--- src/rtl/irq_pkg.sv ---
// Shared definitions for the interrupt priority controller: FSM encoding,
// default geometry and handler vector layout.
package irq_pkg;

  typedef enum logic [1:0] {
    IDLE = 2'd0,
    PEND = 2'd1,
    ACK  = 2'd2
  } irq_state_t;

  localparam int          NUM_IRQ_DEF    = 4;
  localparam logic [31:0] VEC_BASE_DEF   = 32'h0000_0800;
  localparam logic [31:0] VEC_STRIDE_DEF = 32'h0000_0010;
  localparam int          ID_W           = 3;

endpackage

--- src/rtl/irq_prio_enc.sv ---
// Combinational fixed-priority encoder; index 0 wins. Lines at or above the
// highest-priority in-service line are blocked so only true nesting is allowed.
module irq_prio_enc
  import irq_pkg::*;
#(
  parameter int NUM_IRQ = NUM_IRQ_DEF
) (
  input  logic [NUM_IRQ-1:0] req,
  input  logic [NUM_IRQ-1:0] mask,
  input  logic               global_en,
  input  logic [NUM_IRQ-1:0] in_service,
  output logic               valid,
  output logic [ID_W-1:0]    index
);

  logic blocked;

  // Once the scan meets an in-service bit, that line and all lower-priority ones are blocked.
  always_comb begin
    blocked = 1'b0;
    valid   = 1'b0;
    index   = '0;
    for (int i = 0; i < NUM_IRQ; i++) begin
      if (in_service[i]) blocked = 1'b1;
      if (!valid && !blocked && req[i] && mask[i] && global_en) begin
        valid = 1'b1;
        index = ID_W'(i);
      end
    end
  end

endmodule

--- src/rtl/irq_priority_ctrl.sv ---
// Interrupt priority controller: masks and arbitrates sampler requests, presents
// one pending interrupt with its handler vector, and tracks nested service.
module irq_priority_ctrl
  import irq_pkg::*;
#(
  parameter int          NUM_IRQ    = NUM_IRQ_DEF,
  parameter logic [31:0] VEC_BASE   = VEC_BASE_DEF,
  parameter logic [31:0] VEC_STRIDE = VEC_STRIDE_DEF
) (
  input  logic               clk,
  input  logic               rst,
  input  logic [NUM_IRQ-1:0] irq_req,
  output logic [NUM_IRQ-1:0] irq_clear,
  input  logic               global_en,
  input  logic               mask_we,
  input  logic [NUM_IRQ-1:0] mask_wdata,
  output logic [NUM_IRQ-1:0] mask,
  output logic               int_pending,
  output logic [ID_W-1:0]    int_id,
  output logic [31:0]        int_vector,
  input  logic               int_ack,
  input  logic               eret,
  output logic [NUM_IRQ-1:0] in_service
);

  irq_state_t         state, state_nxt;
  logic [NUM_IRQ-1:0] mask_nxt, in_service_nxt, irq_clear_nxt;
  logic               int_pending_nxt;
  logic [ID_W-1:0]    int_id_nxt;
  logic [31:0]        int_vector_nxt;
  logic               win_valid;
  logic [ID_W-1:0]    win_id;

  irq_prio_enc #(.NUM_IRQ(NUM_IRQ)) u_enc (
    .req        (irq_req),
    .mask       (mask),
    .global_en  (global_en),
    .in_service (in_service),
    .valid      (win_valid),
    .index      (win_id)
  );

  function automatic logic [NUM_IRQ-1:0] onehot(input logic [ID_W-1:0] id);
    logic [NUM_IRQ-1:0] v;
    for (int i = 0; i < NUM_IRQ; i++) v[i] = (id == ID_W'(i));
    return v;
  endfunction

  function automatic logic [31:0] vec_of(input logic [ID_W-1:0] id);
    return VEC_BASE + 32'(id) * VEC_STRIDE;
  endfunction

  // x & (x-1) drops the lowest set bit, i.e. the innermost (highest-priority) handler.
  always_comb begin
    state_nxt       = state;
    int_pending_nxt = int_pending;
    int_id_nxt      = int_id;
    int_vector_nxt  = int_vector;
    irq_clear_nxt   = '0;
    mask_nxt        = mask_we ? mask_wdata : mask;
    in_service_nxt  = eret ? (in_service & (in_service - NUM_IRQ'(1))) : in_service;
    case (state)
      IDLE: begin
        if (win_valid) begin
          state_nxt       = PEND;
          int_pending_nxt = 1'b1;
          int_id_nxt      = win_id;
          int_vector_nxt  = vec_of(win_id);
        end
      end
      PEND: begin
        if (int_ack) begin
          state_nxt       = ACK;
          int_pending_nxt = 1'b0;
          in_service_nxt  = in_service_nxt | onehot(int_id);
          irq_clear_nxt   = onehot(int_id);
        end else if (!win_valid) begin
          state_nxt       = IDLE;
          int_pending_nxt = 1'b0;
        end else begin
          int_id_nxt      = win_id;
          int_vector_nxt  = vec_of(win_id);
        end
      end
      ACK: begin
        state_nxt = IDLE;
      end
      default: begin
        state_nxt       = IDLE;
        int_pending_nxt = 1'b0;
      end
    endcase
  end

  always_ff @(posedge clk) begin
    if (rst) begin
      state       <= IDLE;
      mask        <= '0;
      in_service  <= '0;
      irq_clear   <= '0;
      int_pending <= 1'b0;
      int_id      <= '0;
      int_vector  <= VEC_BASE;
    end else begin
      state       <= state_nxt;
      mask        <= mask_nxt;
      in_service  <= in_service_nxt;
      irq_clear   <= irq_clear_nxt;
      int_pending <= int_pending_nxt;
      int_id      <= int_id_nxt;
      int_vector  <= int_vector_nxt;
    end
  end

endmodule

--- config.mk ---
export PLATFORM = sky130hd
export DESIGN_NAME = irq_priority_ctrl
export DESIGN_NICKNAME = d
export VERILOG_FILES = /design/src/rtl/irq_pkg.sv /design/src/rtl/irq_prio_enc.sv /design/src/rtl/irq_priority_ctrl.sv
export SDC_FILE = /design/constraint.sdc
export NUM_CORES = 1
export LEC_CHECK = 0
export BUFFER_PORTS_ARGS = -buffer_cell sky130_fd_sc_hd__buf_2
export CAP_MARGIN = 40
export CORE_MARGIN = 1
export CORE_UTILIZATION = 44
export CTS_CLUSTER_SIZE = 20
export DETAILED_ROUTE_END_ITERATION = 7
export GPL_TIMING_DRIVEN = 0
export PLACE_DENSITY_LB_ADDON = 0.08
export SLEW_MARGIN = 20
export SYNTH_ARGS = -nofsm -noshare
export SYNTH_HDL_FRONTEND = slang
export SYNTH_SLANG_ARGS = --single-unit
--- constraint.sdc ---
create_clock -name clk -period 4.2 [get_ports clk]
set_clock_uncertainty 0.2 [all_clocks]
set_input_delay 0.21 -clock clk [delete_from_list [all_inputs] [get_ports clk]]
set_output_delay 0.21 -clock clk [all_outputs]
set_load 0.05 [all_outputs]
* Word level (Yosys, flattened, before mapping)
Cells that the tools add are included.
** Word-level totals
- Bits in registers :: 50
- Latch bits :: 0
- Memory bits (writable) :: 0
- ROM bits :: 0
- Output and inout port bits :: 48
- Memories kept :: 0
** Operators by class
- Add/sub/neg operators :: 2
- Multiply operators :: 0
- Divide/modulo/power cells :: 0
- Order comparisons :: 0
- Equality and inequality tests :: 8
- Shifts and indexed selects :: 0
- Multiplexer cells :: 28
- Bitwise operators :: 5
- Reductions and logical operators :: 29
** Operators by type and width (number)
- 32-bit two-way mux :: 2
- 32-bit case mux with 2 select lines :: 1
- 1-bit logical AND :: 15
- 12-bit by 7-bit adder with 13-bit output, first input constant :: 1
- 1-bit two-way mux :: 12
- 4-bit two-way mux :: 3
- 2-bit two-way mux :: 5
- 1-bit zero test :: 7
- 3-bit by 2-bit == test with 1-bit output, second input constant :: 2
- 3-bit two-way mux :: 2
- 3-bit case mux with 2 select lines :: 1
- 4-bit AND :: 1
- 2-bit != test, second input constant :: 2
- 4-bit OR :: 1
- 2-bit case mux with 2 select lines :: 1
- 2-bit AND reduction :: 2
- 4-bit by 1-bit subtractor with 4-bit output, second input constant :: 1
- 3-bit by 1-bit == test with 1-bit output, second input constant :: 1
- 3-bit zero test :: 1
- 3-bit != test, second input constant :: 1
- 1-bit inverter :: 3
- 1-bit case mux with 3 select lines :: 1
- 3-bit AND reduction :: 1
- 3-bit OR reduction :: 1
- other kinds (4) :: 4

* Logic depth before layout (Yosys ltp)
Gate-level depths: netlist of the first run.
- Word-level depth :: 28
- Gate-level depth with buffers :: 4

* By module
A second synthesis of the first run with hierarchy kept.
** Second synthesis, totals
- Cells, all modules :: 112
- Area total of the unflattened synthesis :: 1038.5 sq um
** By module, submodules not included
- irq_priority_ctrl :: instances 1, cells each 97, area each 922.1 sq um
- irq_prio_enc :: instances 1, cells each 15, area each 116.4 sq um

* Worst setup path before layout of the first run
OpenSTA, ideal clock, no wires.
- Path type :: register to register
- Start point :: reg in_service[2]
- End point :: reg int_vector[5]
- Library setup time :: 79 ps
- Arrival :: 1507 ps
- Data required time :: 3921 ps
- Slack :: 2414 ps
- Cell stages (with the launch flop) :: 5
- Clock period less this slack :: 1786 ps
- Path through :: dfxtp_1 -> or4b_4 -> a21oi_4 -> a21oi_2 -> a211oi_2
** Between the ends
- Cells in the longest elaborated chain, start to end :: 17
- Elaborated cells on any way between the ends :: 21
- Classes of those cells :: 1 x add/sub; 9 x mux; 11 x reduce/logical
** RTL lines
- from (decl) :: RTL line irq_priority_ctrl.sv:23 : output logic [NUM_IRQ-1:0] in_service
- from (signal assigned) :: RTL line irq_priority_ctrl.sv:107 : in_service <= in_service_nxt;
- 1-bit two-way mux * :: RTL line irq_prio_enc.sv:24 : if (in_service[i]) blocked = 1'b1;
- 1-bit zero test :: RTL line irq_prio_enc.sv:25 : if (!valid && !blocked && req[i] && mask[i] && global_en) begin
- 1-bit logical AND (4 in a row) :: RTL line irq_prio_enc.sv:25
- 1-bit two-way mux :: RTL line irq_prio_enc.sv:25
- 1-bit zero test :: RTL line irq_prio_enc.sv:25
- 1-bit logical AND (4 in a row) :: RTL line irq_prio_enc.sv:25
- 2-bit two-way mux :: RTL line irq_prio_enc.sv:25
- 12-bit by 7-bit adder with 13-bit output :: RTL line irq_priority_ctrl.sv:50 : return VEC_BASE + 32'(id) * VEC_STRIDE;
- 32-bit two-way mux * :: RTL line irq_priority_ctrl.sv:64, irq_priority_ctrl.sv:77
- 32-bit two-way mux :: RTL line irq_priority_ctrl.sv:72 : if (int_ack) begin
- 32-bit case mux with 2 select lines * :: RTL line irq_priority_ctrl.sv:62 : case (state)
- to (signal assigned) :: RTL line irq_priority_ctrl.sv:111 : int_vector <= int_vector_nxt;
- to (decl) :: RTL line irq_priority_ctrl.sv:20 : output logic [31:0] int_vector,
Mark *: on every way between the ends. The rest lies on a longest branch, timed or not. The select of a mux whose other input is x is not followed.
A chain may end at the register's enable or synchronous reset.

* Final worst setup path of the first run
- Start point :: reg in_service[0]
- End point :: reg int_vector[5]
** Between the ends
- Cells in the longest elaborated chain, start to end :: 28
- Elaborated cells on any way between the ends :: 37
- Classes of those cells :: 1 x add/sub; 14 x mux; 22 x reduce/logical
** RTL lines (RTL line)
- 1-bit two-way mux * :: irq_prio_enc.sv:24
- 1-bit zero test :: irq_prio_enc.sv:25
- 1-bit logical AND (3 in a row) :: irq_prio_enc.sv:25
- 1-bit two-way mux :: irq_prio_enc.sv:25
- 1-bit zero test :: irq_prio_enc.sv:25
- 1-bit logical AND (4 in a row) :: irq_prio_enc.sv:25
- 1-bit two-way mux :: irq_prio_enc.sv:25
- 1-bit zero test :: irq_prio_enc.sv:25
- 1-bit logical AND (4 in a row) :: irq_prio_enc.sv:25
- 1-bit two-way mux :: irq_prio_enc.sv:25
- 1-bit zero test :: irq_prio_enc.sv:25
- 1-bit logical AND (4 in a row) :: irq_prio_enc.sv:25
- 2-bit two-way mux :: irq_prio_enc.sv:25
- 12-bit by 7-bit adder with 13-bit output :: irq_priority_ctrl.sv:50
- 32-bit two-way mux * :: irq_priority_ctrl.sv:64, irq_priority_ctrl.sv:77
- 32-bit two-way mux :: irq_priority_ctrl.sv:72
- 32-bit case mux with 2 select lines * :: irq_priority_ctrl.sv:62
Marked as above.

==> reports/summary.txt, run 1 <==
Status - finished, final reports clean
Largest net degree at the start of global routing - 11
Clock share of power - 0.217
Final worst path period need - 1.67 ns
DR WL met2 - 823 um
Setup TNS Final - 0 ns
Placed insts - 185
Crit. End Element - flop
Flop and latch count out of synthesis - 17
Hold Path Class - input pin to flop
Unrepaired setup endpoints after global routing - false
Post-CTS Hold Fix Bufs - 5
Logic pwr share - 0.354
Share of layout cells above drive strength 1 - 0.437
CTS buffer count - 3
Tcrit/Tclk final - 0.397
Highest Signal Layer - met4
Post-route ant nets - 0
GRT Residual Overflow - 0
Worst vdd ir - 0.196 mV
Internal Power - 0.000244 W
CTS tree - yes
Port Buffer Count - 28
N_diodes - 0
Via count - 789
Htree depth - 1
Total track usage - 0.150
Die Ht - 48.1 um
Die Wd - 48.1 um
Gpl congestion - 0.744
Clk sinks - 17
First DRT Iteration DRCs - 13
Crit path required time - 4.22 ns
Syn. warnings - 0
Core Area - 1980 um^2
Sequential-to-total area share from yosys stat - 0.364
Met3 Wirelength - 123 um
CTS resizes - 0
Mean post-synth cell area - 9.27 um^2
Drc violations - 0
Hold Fails Final Rpt - 0
Most used DFF post-synth - dfxtp_1
Initial core utilization - 0.472
Max Cap Viol - 0
Die footprint - 2320 um^2
CP Data Arrival Time - 1.68 ns
Fin. max-slew vios - 0
Crit start category - flop
Switching share of power - 0.394
WL per Instance - 8.84 um
Area Overhead vs Synth - 38.5%
F_max - 0.600 GHz
M1 WL - 747 um
Post-synth EDFFs - 0
Vias in the first global route - 578
Crit path kind - flop to flop
Leakage - 0.739 nW
Initial DRT Pass Iterations - 4
Clock transition at the registers of the reported paths - 0.10 ns
Syn Inst Count - 101
Clock latency on the worst-skew pair - 0.29 ns
Initial antenna violation count - 0
Dpl hpwl - 1360 um
Post-Layout Cell Count - 194
Post-CTS Setup Inserts - 0
Via density - 4.07
Root Driver - clkbuf_4
Distinct cells, synth - 31
Final setup viols - 0
Ys async rst share - 0
NetSw - 0.000159 W
Overall power - 0.000402 W
CTS Buffer Depth - 2
Post-Route WL - 1710 um
Power per cell area - 310 nW/um^2
Placement Rows - 16
First-pass GRT wire length - 2390 um
Sequential Power Share - 0.429
Final nets - 182
Io pins - 62
Worst-path fanout max - 6
Mapped Area - 936 um^2
layout by cell type (no fill, tap or decap), types with 2 or more instances in the layout:
cell type	instances
buf_4	33
conb_1	31
buf_2	28
dfxtp_1	17
nor2_1	6
nand2_1	5
dlygate4sd3_1	5
mux2i_1	4
nand2b_1	3
a21oi_1	3
o211ai_1	3
clkbuf_4	3
a21oi_4	2
inv_1	2
a31o_2	2
area by class of cell:
class	count	area, um^2
Fill cell	179	686
Multi-Input combinational cell	76	434
Sequential cell	17	340
Buffer	35	263
Timing Repair Buffer	33	190
Tap cell	27	33.8
Clock buffer	3	22.5
Inverter	2	7.51
Clock inverter	1	5.00
cells by family after synthesis:
group	after synthesis	share of synthesized area
buf+inv	37	0.289
simple gates	24	0.142
compound gates	17	0.155
flops	17	0.364
mux	4	0.0428
other cells	2	0.00802
stage by stage:
step / hold WS (ns) / area (um^2) / setup WS, ns / utilization
after floorplan: 0.157 / 1040 / 2.41 / -
after global placement: 0.216 / 1220 / 2.60 / 0.615
after detailed placement: 0.221 / 1220 / 2.56 / 0.615
after CTS: 0.0122 / 1300 / 2.53 / 0.654
after global routing: 0.0261 / 1300 / 2.45 / 0.654
final: 0.00965 / 1300 / 2.53 / 0.654
sequential cells by signal, indices dropped and copies added (netlist names):
signal,flops
in_service,4
int_pending,1
int_vector,2
irq_clear,4
mask,4
state,2
critical path, cell delays in order (launching register included):
cell and delay (ns):
dfxtp_1 0.37, or4b_4 0.55, a21oi_4 0.18, a21oi_2 0.09
a211oi_2 0.20
per-layer routing:
metal | vias to the layer above | GRT usage
li1 | 410 | -
met1 | 340 | 0.195
met2 | 37 | 0.241
met3 | 2 | 0.0333
met4 | 0 | 0.0667
met5 | - | 0
power by group through the flow:
stage	registers, W	logic, W	clock network, W
after floorplan	0.000192	0.000107	0
after global routing	0.000174	0.000151	0.0000959
final	0.000173	0.000142	0.0000872
after detailed placement	0.000176	0.000138	0
after CTS	0.000173	0.000142	0.0000882
after global placement	0.000176	0.000137	0
cells in the mapped netlist, types with 2 or more instances:
cell,instances,share of area
a31o_2,2,0.019
nand2_1,5,0.020
mux2i_1,4,0.043
a21oi_1,3,0.016
inv_1,2,0.0080
o211ai_1,3,0.024
nand2b_1,3,0.020
conb_1,2,0.0080
a21oi_4,2,0.035
dfxtp_1,17,0.36
buf_4,33,0.26
nor2_1,6,0.024
final timing paths:
check                                      to  slack, ns           from  cells past startpoint
worst min-delay path            int_vector[4]       0.01     irq_req[1]                      3
worst max-delay path            int_vector[5]       2.53  in_service[0]                      4
worst max register to register  int_vector[5]       2.53  in_service[0]                      4
worst min register to register    int_pending       0.29    int_pending                      2
Power figures use the tool's default switching activity.
==> inputs of run 2 (changes only) <==
CORE_UTILIZATION = 37   (was 44)
clock period = 1.4 ns   (was 4.2 ns; I/O delays follow)
==> run 2 against run 1 <==
  * The flow now finishes with violations (negative hold slack, negative setup slack)
  * Final area increased by 7.8%
  * Wire length increased by 11%
  * Hold slack got worse by 0.14 ns
  * Fmax increased by 5.4%
  * Combinational power increased to 3.1 times the previous value
  * Via count increased by 3.0%
  * Die area increased by 18%
==> reports/summary.txt, run 2 (same netlist as run 1, synthesis figures left out) <==
Largest regs - in_service: 4 flops, irq_clear: 4 flops, mask: 4 flops
Via density - 4.00 (-1.5%)
Initial core utilization - 0.407 (-0.0648)
Final setup viols - 4 (+4)
Leakage - 0.783 nW (+6.0%)
Worst reg2reg path endpoint - int_vector[4]
CTS buffer count - 3 (unchanged)
Vias in the first global route - 720 (+25%)
N_diodes - 0 (unchanged)
CTS Buffer Depth - 2 (unchanged)
Hold Fails Final Rpt - 1 (+1)
Initial antenna violation count - 0 (unchanged)
Initial DRT Pass Iterations - 3 (-1)
Final Util - 0.608 (-0.0457)
Hold Startpoint - global_en
Worst vdd ir - 0.561 mV (+190%)
F_max - 0.632 GHz (+5.4%)
Hold path depth - 3 (unchanged)
Unrepaired setup endpoints after global routing - true
Dpl hpwl - 1420 um (+4.9%)
WHS - -0.133 ns (-0.142 ns)
Die Ht - 52.3 um (+8.7%)
Fin. max-slew vios - 0 (unchanged)
CP Data Arrival Time - 1.61 ns (-0.07 ns)
Core Area - 2300 um^2 (+16%)
Clock transition at the registers of the reported paths - 0.10 ns (about the same)
Post-route ant nets - 0 (unchanged)
Sequential Power Share - 0.421 (-0.008)
Post-CTS Hold Fix Bufs - 10 (+5)
Internal Power - 0.000743 W (+200%)
Clock share of power - 0.215 (-0.002)
Switching share of power - 0.394 (-0.000888)
WL per Instance - 9.40 um (+6.4%)
Port Buffer Count - 28 (unchanged)
Logic pwr share - 0.364 (+0.010)
CTS tree - yes
Area Overhead vs Synth - 49.3%
Crit. End Element - flop
First DRT Iteration DRCs - 8 (-5)
Htree depth - 1 (unchanged)
Most frequent cells in the layout - 36 x buf_4, 31 x conb_1, 27 x buf_2, 12 x dfxtp_1, 10 x dlygate4sd3_1
Depth of the worst register-to-register path - 4 (unchanged)
NetSw - 0.000482 W (+200%)
Final nets - 190 (+4.4%)
Final Cell Area - 1400 um^2 (+7.8%)
Total track usage - 0.152 (+0.00197)
Clock latency on the worst-skew pair - 0.29 ns (about the same)
Worst-path fanout max - 4 (-2)
Post-route setup slack - -0.182 ns (-2.71 ns)
Share of layout cells above drive strength 1 - 0.480 (+0.0429)
Die footprint - 2730 um^2 (+18%)
Max Cap Viol - 0 (unchanged)
Overall power - 0.00122 W (+200%)
Placement Rows - 17 (+1)
Commonest non-fill, non-tap cell in the layout - buf_4
Crit path required time - 1.43 ns (-2.79 ns)
Power per cell area - 876 nW/um^2 (+180%)
Root Driver - clkbuf_4
Hold Path Class - input pin to flop
R2r setup slk - -0.18 ns (-2.71 ns)
Post-Route WL - 1910 um (+11%)
End of the worst hold path - int_vector[4]
Clk sinks - 17 (unchanged)
Status - complete, but fails checks
Crit path kind - flop to flop
DP Area - 1230 um^2 (+0.92%)
Io pins - 62 (unchanged)
Largest net degree at the start of global routing - 11 (unchanged)
Crit start category - flop
Violated checks - negative hold slack, negative setup slack
Via count - 813 (+3.0%)
Die Wd - 52.3 um (+8.7%)
Reg-to-Reg Start - in_service[0]
First-pass GRT wire length - 3070 um (+29%)
Drc violations - 0 (unchanged)
Final worst path period need - 1.58 ns (-0.0855 ns)
Gpl congestion - 0.714 (-4.1%)
Setup TNS Final - -0.623 ns (-0.623 ns)
GRT Residual Overflow - 0 (unchanged)
Tcrit/Tclk final - 1.13 (+0.733)
## run 2: repair_timing
item,4_1_cts,5_1_grt
endpoints found under the hold margin,16,1
setup endpoints to repair,5,10
buffers inserted,2,1
pin swaps,3,2
resized for setup,1,4
## run 2: worst max path at each step
stage	start	cells past startpoint	slack, ns	endpoint
after floorplan	in_service[0]	4	-0.20	int_vector[5]
after global placement	in_service[0]	4	-0.17	int_pending
after detailed placement	in_service[0]	4	-0.18	int_pending
after CTS	in_service[2]	4	-0.17	int_vector[4]
after global routing	in_service[0]	4	-0.25	int_vector[4]
final	in_service[0]	4	-0.18	int_vector[4]
## run 2: per-layer routing
metal | track usage | share of wire
met5 | 0 | 0
met4 | 0.0263 | 0.0042
met3 | 0.0522 | 0.082
met2 | 0.278 | 0.50
met1 | 0.170 | 0.41
## run 2: power by group through the flow
stage               Clock (W)  Sequential (W)  Combinational (W)
floorplan                   0        0.000572           0.000320
global placement            0        0.000525           0.000411
detailed placement          0        0.000526           0.000413
CTS                  0.000274        0.000515           0.000437
global route         0.000297        0.000519           0.000471
finish               0.000264        0.000515           0.000446
## run 2: layout make-up
class                      count  area [um^2]
fill                         212          900
multi-input combinational     76          448
sequential                    17          352
timing repair buffer          41          265
buffer                        35          263
tap                           28         35.0
clock buffer                   3         22.5
inverter                       2         7.51
clock inverter                 1         5.00
## run 2: through the flow
stage	worst slack, ns	hold slack, ns	cells
after CTS	-0.172	-0.134	202
after global placement	-0.165	0.0824	186
after floorplan	-0.202	0.0172	130
after detailed placement	-0.183	0.0899	186
final	-0.182	-0.133	203
after global routing	-0.251	-0.138	203
## run 2: worst max-delay path, stage by stage (launching register included)
cell and delay, ns:
dfxtp_4 0.36, or4b_4 0.56, a21oi_4 0.19, o22ai_2 0.09, a21oi_1 0.13
==> inputs of run 3 (changes only) <==
--- a/config.mk
+++ b/config.mk
@@ -8,4 +8,5 @@
 export BUFFER_PORTS_ARGS = -buffer_cell sky130_fd_sc_hd__buf_2
 export CAP_MARGIN = 40
+export CORE_ASPECT_RATIO = 0.8
 export CORE_MARGIN = 1
 export CORE_UTILIZATION = 37
==> constraint.sdc (replaced) <==
create_clock -name clk -period 1.4 [get_ports clk]
set_clock_uncertainty 0.2 [all_clocks]
set_input_delay 0 -clock clk [delete_from_list [all_inputs] [get_ports clk]]
set_output_delay 0 -clock clk [all_outputs]
set_load 0.05 [all_outputs]
==> run 3 against run 2 <==
  * Combinational power shrank 0.9%
  * The flow still finishes with violations (negative hold slack, negative setup slack)
  * Largest cell class unchanged
  * First-iteration DRC count decreased by 13%
  * Critical path depth did not move
  * Power down 0.44%
  * Core utilization is 0.32 points higher
  * Hold slack worse by 0.059 ns
==> reports/summary.txt, run 3 (same netlist as run 1, synthesis figures left out) <==
Max Cap Viol - 0 (unchanged)
Critical path buffer and inverter count - 0 (unchanged)
N_diodes - 0 (unchanged)
Crit path kind - flop to flop
CP Data Arrival Time - 1.59 ns (-0.02 ns)
Die footprint - 2740 um^2 (about the same)
Clock latency on the worst-skew pair - 0.30 ns (about the same)
Crit path max-delay cell type - or4b_4
Largest regs - in_service: 4 flops, irq_clear: 4 flops, mask: 4 flops
Power per cell area - 878 nW/um^2 (+0.19%)
Violated checks - negative hold slack, negative setup slack
Crit start category - flop
Hold Path Class - input pin to flop
WHS - -0.192 ns (-0.0587 ns)
Worst vdd ir - 0.670 mV (+19%)
Initial antenna violation count - 0 (unchanged)
Slowest stage delay, CP - 0.53 ns (-0.03 ns)
CTS Buffer Depth - 2 (unchanged)
Crit path required time - 1.42 ns (about the same)
Share of layout cells above drive strength 1 - 0.477 (-0.00299)
Delay-heaviest family, CP - simple AND/OR/NAND/NOR gates
Placement Rows - 15 (-2)
Post-route setup slack - -0.169 ns (+0.0130 ns)
Fillcell total - 207 (-2.4%)
Clk sinks - 17 (unchanged)
WL per Instance - 9.25 um (-1.6%)
First-pass GRT wire length - 2950 um (-4.0%)
Port Buffer Count - 28 (unchanged)
Final Util - 0.612 (+0.00318)
Die Ht - 47.0 um (-10%)
Final worst path period need - 1.57 ns (-0.0130 ns)
Core Area - 2270 um^2 (-1.1%)
Vias in the first global route - 662 (-8.1%)
Final setup viols - 4 (unchanged)
Die Wd - 58.2 um (+11%)
F_max - 0.638 GHz (+0.83%)
Setup TNS Final - -0.541 ns (+0.0824 ns)
GRT Residual Overflow - 0 (unchanged)
Worst-path fanout max - 4 (unchanged)
Largest net degree at the start of global routing - 11 (unchanged)
Gpl congestion - 0.747 (+4.7%)
Initial core utilization - 0.412 (+0.00471)
Drc violations - 0 (unchanged)
Via density - 3.97 (-0.96%)
Overall power - 0.00122 W (-0.44%)
Post-Route WL - 1920 um (+0.79%)
CTS buffer count - 3 (unchanged)
Io pins - 62 (unchanged)
Clock transition at the registers of the reported paths - 0.11 ns (about the same)
Hold Fails Final Rpt - 2 (+1)
Total track usage - 0.154 (+0.00153)
Fin. max-slew vios - 0 (unchanged)
Post-route ant nets - 0 (unchanged)
Unrepaired setup endpoints after global routing - true
Dpl hpwl - 1430 um (+0.36%)
Area of the multi-input gates - 439 um^2 (-2.0%)
Most frequent cells in the layout - 35 x buf_4, 31 x conb_1, 28 x buf_2, 10 x dlygate4sd3_1, 10 x dfxtp_1
CTS tree - yes
First DRT Iteration DRCs - 7 (-1)
Initial DRT Pass Iterations - 5 (+2)
Leakage - 0.777 nW (-0.77%)
Final nets - 189 (-0.53%)
Via count - 825 (+1.5%)
Tcrit/Tclk final - 1.12 (-0.00928)
Area Overhead vs Synth - 48.4%
Crit. End Element - flop
Reg area - 354 um^2 (+0.71%)
Commonest non-fill, non-tap cell in the layout - buf_4
Root Driver - clkbuf_4
Htree depth - 1 (unchanged)
Status - complete, but fails checks
Worst path cell trace - or4b_4 -> a21oi_4 -> o22ai_1 -> a21oi_1
run 3: metrics by stage:
step | setup WS, ns | area, um^2 | std cells
after detailed placement | -0.174 | 1240 | 192
after global routing | -0.286 | 1390 | 208
after CTS | -0.167 | 1410 | 211
after floorplan | -0.202 | 1050 | 130
after global placement | -0.182 | 1240 | 192
final | -0.169 | 1390 | 208
run 3: final timing paths:
kind	end	slack (ns)	startpoint	depth (start not counted)
setup / recovery	int_vector[4]	-0.17	in_service[0]	4
hold / removal	int_vector[4]	-0.19	global_en	3
hold reg to reg	irq_clear[1]	0.30	int_vector[5]	1
setup reg to reg	int_vector[4]	-0.17	in_service[0]	4
run 3: timing repair:
action / CTS / global route
hold endpoints to repair: 17 / 4
resized for setup: 0 / 4
endpoints found under the setup margin: 4 / 13
pin swaps: 3 / 1
setup buffers: 2 / 0
hold buffers: 13 / 1
run 3: final cells by class:
type / count / share of cell area
Buffer: 35 / 0.189
Clock buffer: 3 / 0.0162
Clock inverter: 1 / 0.00360
Inverter: 2 / 0.00541
Multi-Input combinational cell: 76 / 0.316
Sequential cell: 17 / 0.255
Tap cell: 34 / 0.0306
Timing Repair Buffer: 40 / 0.184
run 3: layer usage:
| metal | track usage | routed length, um |
|---|---|---|
| met5 | 0 | 0 |
| met4 | 0.0714 | 27 |
| met3 | 0.0606 | 161 |
| met2 | 0.269 | 931 |
| met1 | 0.170 | 801 |
run 3: power breakdown:
group | total, W | internal (W) | switching, W
sequential | 0.000515 | 0.000498 | 0.0000171
clock | 0.000262 | 0.000106 | 0.000156
combinational | 0.000442 | 0.000135 | 0.000307
run 3: worst reg2reg max path: cells and delay by family (launching register included):
family | cells | cell delay (ns)
and+or+nand+nor | 1 | 0.53
AOI/OAI and AO/OA | 3 | 0.41
DFF | 1 | 0.36
